<file path="src/rtl/ov7670_frame_writer.sv">
// ov7670_frame_writer: turns the RGB565 pixel stream into addressed frame-buffer write requests
// through a small FIFO. Define OV7670_DECIMATE_EN for 2:1 decimation in both axes.
module ov7670_frame_writer #(
    parameter int unsigned H_RES      = 640,
    parameter int unsigned V_RES      = 480,
    parameter int unsigned ADDR_W     = 19,
    parameter int unsigned FIFO_DEPTH = 16
) (
    input  logic              pclk,
    input  logic              reset,
    input  logic              pix_valid,
    input  logic [15:0]       pix_data,
    input  logic              frame_start,
    input  logic              line_end,
    input  logic              wr_ready,
    output logic              wr_en,
    output logic [ADDR_W-1:0] wr_addr,
    output logic [15:0]       wr_data,
    output logic              frame_done,
    output logic              overflow,
    output logic [7:0]        frame_count
);

    localparam int unsigned XW = $clog2(H_RES) + 1;
    localparam int unsigned YW = $clog2(V_RES) + 1;
    localparam int unsigned PW = $clog2(FIFO_DEPTH);
    localparam int unsigned CW = PW + 1;
`ifdef OV7670_DECIMATE_EN
    localparam int unsigned LINE_STEP = H_RES / 2;
`else
    localparam int unsigned LINE_STEP = H_RES;
`endif

    typedef enum logic [1:0] {
        StIdle,
        StActive,
        StDrop
    } state_e;

    typedef struct packed {
        logic [ADDR_W-1:0] addr;
        logic [15:0]       data;
        logic              last;
    } entry_t;

    state_e            state_q, state_d;
    logic [XW-1:0]     x_q, x_d, cur_x;
    logic [YW-1:0]     y_q, y_d, cur_y;
    logic [ADDR_W-1:0] base_q, base_d, cur_base;

    entry_t            stg_q, new_entry;
    logic              stg_vld_q, stg_vld_d;

    entry_t            mem [FIFO_DEPTH];
    logic [PW-1:0]     wr_ptr_q, rd_ptr_q;
    logic [CW-1:0]     cnt_q, cnt_d;
    logic              overflow_q;
    logic [7:0]        frame_count_q;

    logic run, x_in_range, y_in_range, keep, is_last, take, line_adv;
    logic full, empty, push, pop, overrun;
    entry_t head;

    // frame_start overrides the registered position so the coincident pixel lands at (0,0)
    assign run      = frame_start || (state_q == StActive);
    assign cur_x    = frame_start ? '0 : x_q;
    assign cur_y    = frame_start ? '0 : y_q;
    assign cur_base = frame_start ? '0 : base_q;

    assign x_in_range = cur_x < XW'(H_RES);
    assign y_in_range = cur_y < YW'(V_RES);

`ifdef OV7670_DECIMATE_EN
    assign keep     = x_in_range && y_in_range && !cur_x[0] && !cur_y[0];
    assign is_last  = (cur_x == XW'(H_RES - 2)) && (cur_y == YW'(V_RES - 2));
    assign line_adv = cur_y[0];
`else
    assign keep     = x_in_range && y_in_range;
    assign is_last  = (cur_x == XW'(H_RES - 1)) && (cur_y == YW'(V_RES - 1));
    assign line_adv = 1'b1;
`endif

    assign take = run && pix_valid && keep;

    always_comb begin
        new_entry      = '0;
`ifdef OV7670_DECIMATE_EN
        new_entry.addr = cur_base + ADDR_W'(cur_x >> 1);
`else
        new_entry.addr = cur_base + ADDR_W'(cur_x);
`endif
        new_entry.data = pix_data;
        new_entry.last = is_last;
    end

    // FIFO status and handshake
    assign full    = (cnt_q == CW'(FIFO_DEPTH));
    assign empty   = (cnt_q == '0);
    assign head    = mem[rd_ptr_q];
    assign pop     = !empty && wr_ready;
    assign push    = stg_vld_q && (!full || pop);
    assign overrun = stg_vld_q && full && !pop;

    // An overrun also kills the pixel arriving alongside it, unless it starts a new frame
    assign stg_vld_d = take && !(overrun && !frame_start);

    always_comb begin
        state_d = state_q;
        x_d     = x_q;
        y_d     = y_q;
        base_d  = base_q;
        if (frame_start) begin
            state_d = StActive;
            x_d     = '0;
            y_d     = '0;
            base_d  = '0;
        end
        if (run) begin
            // x and y saturate one past the last valid index so range checks never wrap
            if (pix_valid && x_in_range) begin
                x_d = cur_x + XW'(1);
            end
            if (line_end) begin
                x_d = '0;
                if (y_in_range) begin
                    y_d = cur_y + YW'(1);
                    if (line_adv) begin
                        base_d = cur_base + ADDR_W'(LINE_STEP);
                    end
                end
            end
            if (take && is_last) begin
                state_d = StIdle;
            end
        end
        if (overrun && (state_q == StActive) && !frame_start) begin
            state_d = StDrop;
        end
    end

    always_comb begin
        cnt_d = cnt_q;
        unique case ({push, pop})
            2'b10:   cnt_d = cnt_q + CW'(1);
            2'b01:   cnt_d = cnt_q - CW'(1);
            default: cnt_d = cnt_q;
        endcase
    end

    always_ff @(posedge pclk) begin
        if (reset) begin
            state_q       <= StIdle;
            x_q           <= '0;
            y_q           <= '0;
            base_q        <= '0;
            stg_vld_q     <= 1'b0;
            stg_q         <= '0;
            wr_ptr_q      <= '0;
            rd_ptr_q      <= '0;
            cnt_q         <= '0;
            overflow_q    <= 1'b0;
            frame_count_q <= '0;
        end else begin
            state_q   <= state_d;
            x_q       <= x_d;
            y_q       <= y_d;
            base_q    <= base_d;
            stg_vld_q <= stg_vld_d;
            if (take) begin
                stg_q <= new_entry;
            end
            if (push) begin
                wr_ptr_q <= wr_ptr_q + PW'(1);
            end
            if (pop) begin
                rd_ptr_q <= rd_ptr_q + PW'(1);
            end
            cnt_q <= cnt_d;
            if (overrun) begin
                overflow_q <= 1'b1;
            end
            if (pop && head.last) begin
                frame_count_q <= frame_count_q + 8'd1;
            end
        end
    end

    // Storage needs no reset: occupancy is tracked by cnt_q
    always_ff @(posedge pclk) begin
        if (push) begin
            mem[wr_ptr_q] <= stg_q;
        end
    end

    assign wr_en       = !empty;
    assign wr_addr     = empty ? '0 : head.addr;
    assign wr_data     = empty ? '0 : head.data;
    assign frame_done  = pop && head.last;
    assign overflow    = overflow_q;
    assign frame_count = frame_count_q;

endmodule

</file>
<file path="config.mk">
export PLATFORM = sky130hd
export DESIGN_NAME = ov7670_frame_writer
export DESIGN_NICKNAME = d
export VERILOG_FILES = /design/src/rtl/ov7670_frame_writer.sv
export SDC_FILE = /design/constraint.sdc
export NUM_CORES = 1
export LEC_CHECK = 0
export CAP_MARGIN = 25
export CORE_ASPECT_RATIO = 0.6
export CORE_MARGIN = 1
export CORE_UTILIZATION = 50
export DETAILED_ROUTE_END_ITERATION = 12
export PLACE_DENSITY = 0.69
export SYNTH_ARGS = -nofsm -noshare
export SYNTH_HDL_FRONTEND = slang
export SYNTH_SLANG_ARGS = --single-unit
</file>
<file path="constraint.sdc">
create_clock -name pclk -period 4.4 [get_ports pclk]
set_input_delay 0.88 -clock pclk [delete_from_list [all_inputs] [get_ports pclk]]
set_output_delay 0.88 -clock pclk [all_outputs]
set_load 0.03 [all_outputs]
</file>
Word-level counts from Yosys, hierarchy flattened:

Memories as Yosys holds them, arrays and structs flattened. A register that Yosys moved wholly into a read port is not among the register bits.
Index checks and enable logic that the tools add are counted.

* flip-flop bits (word level): 101
* memory bits (writable): 576
* input port bits: 22
* output and inout bits: 46
* word-level logic and storage cells: 80
* memories kept: 1

Memory list
* mem: words 16, width 36, rd ports 1, clocked after Yosys merged registers in 1, write ports 1, line 54 `entry_t mem [FIFO_DEPTH];`

* add/subtract/negate cells: 9
* $lt $le $gt $ge: 2
* equal/unequal tests: 6
* muxes and demuxes: 23
* reduce and logical (&&, ||, !) cells: 25

Operators by type and width (number)
* two-way mux 19 bit: 5
* two-way mux 11 bit: 4
* two-way mux 10 bit: 4
* adder 19 x 10 -> 19 bit (second input constant): 1
* adder 19 x 11 -> 19 bit: 1
* two-way mux 16 bit: 1
* logical AND 1 bit: 15
* adder 11 x 1 -> 11 bit (second input constant): 1
* equality test 11 x 10 -> 1 bit (second input constant): 1
* < comparator 11 x 10 -> 1 bit (second input constant): 1
* adder 10 x 1 -> 10 bit (second input constant): 1
* equality test 10 x 9 -> 1 bit (second input constant): 1
* < comparator 10 x 9 -> 1 bit (second input constant): 1
* one-hot mux 5 bit (2 select lines): 1
* adder 4 x 1 -> 4 bit (second input constant): 2
* adder 8 x 1 -> 8 bit (second input constant): 1
* two-way mux 2 bit: 4
* two-way mux 4 bit: 2
* adder 5 x 1 -> 5 bit (second input constant): 1
* equality test 5 bit (second input constant): 1
* logical NOT 1 bit: 5
* logical NOT 5 bit: 1
* subtractor 5 x 1 -> 5 bit (second input constant): 1
* equality test 2 x 1 -> 1 bit (second input constant): 2
* 5 further kinds: 7

Logic depth before layout (Yosys ltp):

* depth after elaboration: 8
* gate-level depth with buffers: 13
* gate-level depth less buffers: 10

Worst setup path before layout:

Ideal clock, no wire load.

* path type: input-to-reg
* start point: input wr_ready
* end point: memory mem[3][0] (netlist name), enable pin
* library setup time: 0.474 ns
* arrival: 3.916 ns
* required time: 3.926 ns
* setup slack: 0.010 ns
* cell stages on the path: 4
* buffers on the path: 1
* cell sequence: o31a_1 -> clkbuf_1 -> nand2_1 -> nor3_1

* longest elaborated chain between the ends: 5

RTL lines
* start: declaration: line 15 `input logic wr_ready,`
* logical AND 1 bit: line 100 `assign pop = !empty && wr_ready;`
* logical OR 1 bit: line 101 `assign push = stg_vld_q && (!full || pop);`
* logical AND 1 bit: line 101
* two-way mux 1 bit: line 190 `if (push) begin`
* two-way mux 1 bit (implied by the code): line 191 `mem[wr_ptr_q] <= stg_q;`
* end: declaration: line 54

Every way passes these cells.

==> qor.txt <==
Run status: finished with violations
Failing checks: DRC
EDFF count, synth: 576
Post-synthesis net count: 1514
DRT iter0 DRCs: 1483
Largest net degree at the start of global routing: 67
Mean number of vias per cell: 6.033
Seq/Total Area, Yosys: 71.94%
Max-slew headroom: 45.77%
Startpoint Class: flop
# port buffers: 67
TNS Setup: 0 ns
Share of cells above drive strength 1: 22.11%
Synthesis warning total: 0
Die Width: 301.8 um
Initial Utilization: 51.01%
Die Ht: 181.9 um
R2R Path Start: cnt_q[0]
Highest clock rate: 240.2 MHz
Final GP Congestion: 0.8254
Maximum resistive drop on vdd: 0.3468 mV
Slew Limit Fails: 0
N_diodes: 0
Post-DP HPWL: 33980 um
Top-area cell type share of the netlist area: 64.15%
Worst setup margin: 0.2371 ns
Core area: 52860 um^2
Power Total: 16210 uW
Final period util: 94.61%
#FFs+latches synth: 681
Routed via count: 14060
First-pass GRT wire length: 90890 um
WS Path Type: reg2out
Final non-filler cell total: 2331
Initial antenna violation count: 0
Yosys cell types: 67
DR pass1 iterations: 9
Async set-reset flop share out of synthesis: 0%
FILL cells: 3888
Top area cells in the synthesized netlist: edfxtp_1 (64%), mux4_2 (15%), dfxtp_1 (7.8%)
RSZ-0062 raised after global routing: false
Grt total ovfl: 0
Clk slew on worst S/H paths: 0.06 ns
Cells after Synth: 1472
Worst EP arrival: 3.28 ns
Number of max-cap violations: 0
Routed wire per std cell: 25.91 um
DP Worst Slack: 0.5816 ns
Post-route DRC violation count: 1
Vias in the first global route: 13990
Cell taking the most area after synthesis: edfxtp_1
# IOs: 68
Root buf cell: clkbuf_16
Num Clock Sinks: 681
Worst hold path type: reg2reg
NumNets Final: 1623
Layout Skew: 0.02054 ns
Hold Vio Cnt, Final: 0
Worst path required time: 3.52 ns
Routed WL: 60400 um
Syn Area/Cell: 18.32 um^2
Area of the die: 54890 um^2
Worst-margin pin slew: 0.8060 ns
Top FF cell, synth: edfxtp_1
Max Fanout on Critical Path: 23
Placed cells: 2216
ANT nets after route: 0
Min Clock Period, post-route: 4.163 ns
Synth Cell Area: 26960 um^2
Area Overhead vs Synth: 14.61%
Worst-Skew Late Latency: 0.61 ns
Worst Hold Launch: overflow
WHS Path Cells: 1
End of the worst register-to-register path: cnt_q[4]
CTS H-Tree Depth: 2
CTS tree: built
Final hold slack: 0.4857 ns
R2R Setup Slk: 1.36 ns
Worst reg2reg path depth: 10
Crit end category: primary output
Hold Path Sink: overflow
Final setup violation count: 0
Leak: 0.009845 uW
Number of core rows: 65
CTS max path bufs: 3
Power per cell area: 524.4 nW/um^2
All-Layer GR Usage: 22.60%
TritonCTS Buffers: 58
[worst max path at each step]
stage	slack, ns	endpoint
finish	0.24	wr_addr[17]
global route	0.13	wr_addr[17]
CTS	0.02	wr_addr[17]
detailed placement	0.58	stg_q[31]
global placement	0.61	wr_data[15]
floorplan	0.01	mem[3][0]
[report_power, final]
part           leakage [uW]  switching, uW  internal (uW)
sequential          0.00622            118           7060
clock              0.000936           2290           2850
combinational       0.00269           2000           1890
[synth_stat cells, types with 8 or more instances]
| cell | count |
|---|---|
| edfxtp_1 | 576 |
| mux4_2 | 180 |
| dfxtp_1 | 105 |
| nand2_1 | 93 |
| nor2_1 | 88 |
| nor2b_1 | 58 |
| clkbuf_1 | 46 |
| a21oi_1 | 38 |
| xnor2_1 | 33 |
| xor2_1 | 20 |
| buf_2 | 19 |
| ha_1 | 19 |
| nand3_1 | 17 |
| inv_1 | 15 |
| nand4_1 | 14 |
| nor3_1 | 13 |
| and2_1 | 12 |
| buf_1 | 8 |
| o21ai_0 | 8 |
[cells in the final DEF (no fill, tap or decap), types with 6 or more instances in the layout]
cell type / Yosys / final
o21ai_1: 6 / 6
clkinv_1: 0 / 10
dfxtp_1: 105 / 101
nor3_1: 13 / 9
nor2_1: 88 / 75
ha_1: 19 / 19
nand3_1: 17 / 16
nor2b_1: 58 / 58
nand2_1: 93 / 93
o21ai_0: 8 / 8
clkinv_2: 0 / 11
inv_1: 15 / 15
a21o_1: 6 / 6
nand4_1: 14 / 14
xor2_1: 20 / 20
nor2_4: 0 / 13
clkbuf_16: 0 / 59
edfxtp_1: 576 / 576
buf_12: 0 / 19
buf_4: 0 / 37
a31oi_1: 6 / 6
and2_1: 12 / 12
clkdlybuf4s50_1: 0 / 66
clkbuf_1: 46 / 14
a21oi_1: 38 / 38
a211oi_1: 6 / 6
nor4_1: 6 / 6
mux4_2: 180 / 180
xnor2_1: 33 / 33
[critical path, stage by stage (launching register included)]
cell and delay (ns):
dfxtp_4 0.36, buf_12 0.16, buf_12 0.24, mux4_2 0.54, mux4_2 0.58, nor2b_1 0.17, clkdlybuf4s50_1 0.61
[registers in the layout, summed over array words and instances (netlist names), 5 cells and up, named ones only]
register     flops
mem            576
stg_q           36
y_q             10
cnt_q            5
x_q             11
base_q          19
frame_count      8
[per-layer routing]
metal / GRT usage, % / routed length [um] / vias up
met1: 35.72 / 27840 / 7406
met3: 3.410 / 4303 / 78
met2: 33.59 / 27260 / 525
met4: 4.384 / 1000 / 0
met5: 0 / 0 / -
li1: - / - / 6053
[timing repair]
item                                    in CTS  in global routing
hold buffers                                 0                  0
gates resized for setup                      1                  0
setup buffers                                0                  8
endpoints found under the setup margin       5                 11
[cells by family after synthesis]
kind of cell             after synthesis  synth area share (%)
AO/OA/AOI/OAI                        105                 2.557
XOR/XNOR                              53                 1.722
adder cells (fa/ha/maj)               22                 1.035
buffers and inverters                 90                 1.397
flip-flops                           681                 71.94
multiplexers                         185                 15.22
AND/OR/NAND/NOR                      336                 6.125
[through the flow]
stage	instance area, um^2	utilization [%]
global placement	28920	54.70
floorplan	26960	-
detailed placement	28920	54.70
global route	30900	58.46
finish	30900	58.46
CTS	30830	58.32
[cell type report]
cell class / instances / area [um^2] / share of cell area (%)
clock buffer: 78 / 1598 / 5.170
multi-input combinational: 701 / 7312 / 23.66
sequential: 681 / 19410 / 62.81
tap: 703 / 879.6 / 2.846
timing repair buffer: 124 / 1335 / 4.320
clock inverter: 29 / 311.5 / 1.008
inverter: 15 / 56.30 / 0.1822
Power figures use the tool's default switching activity.
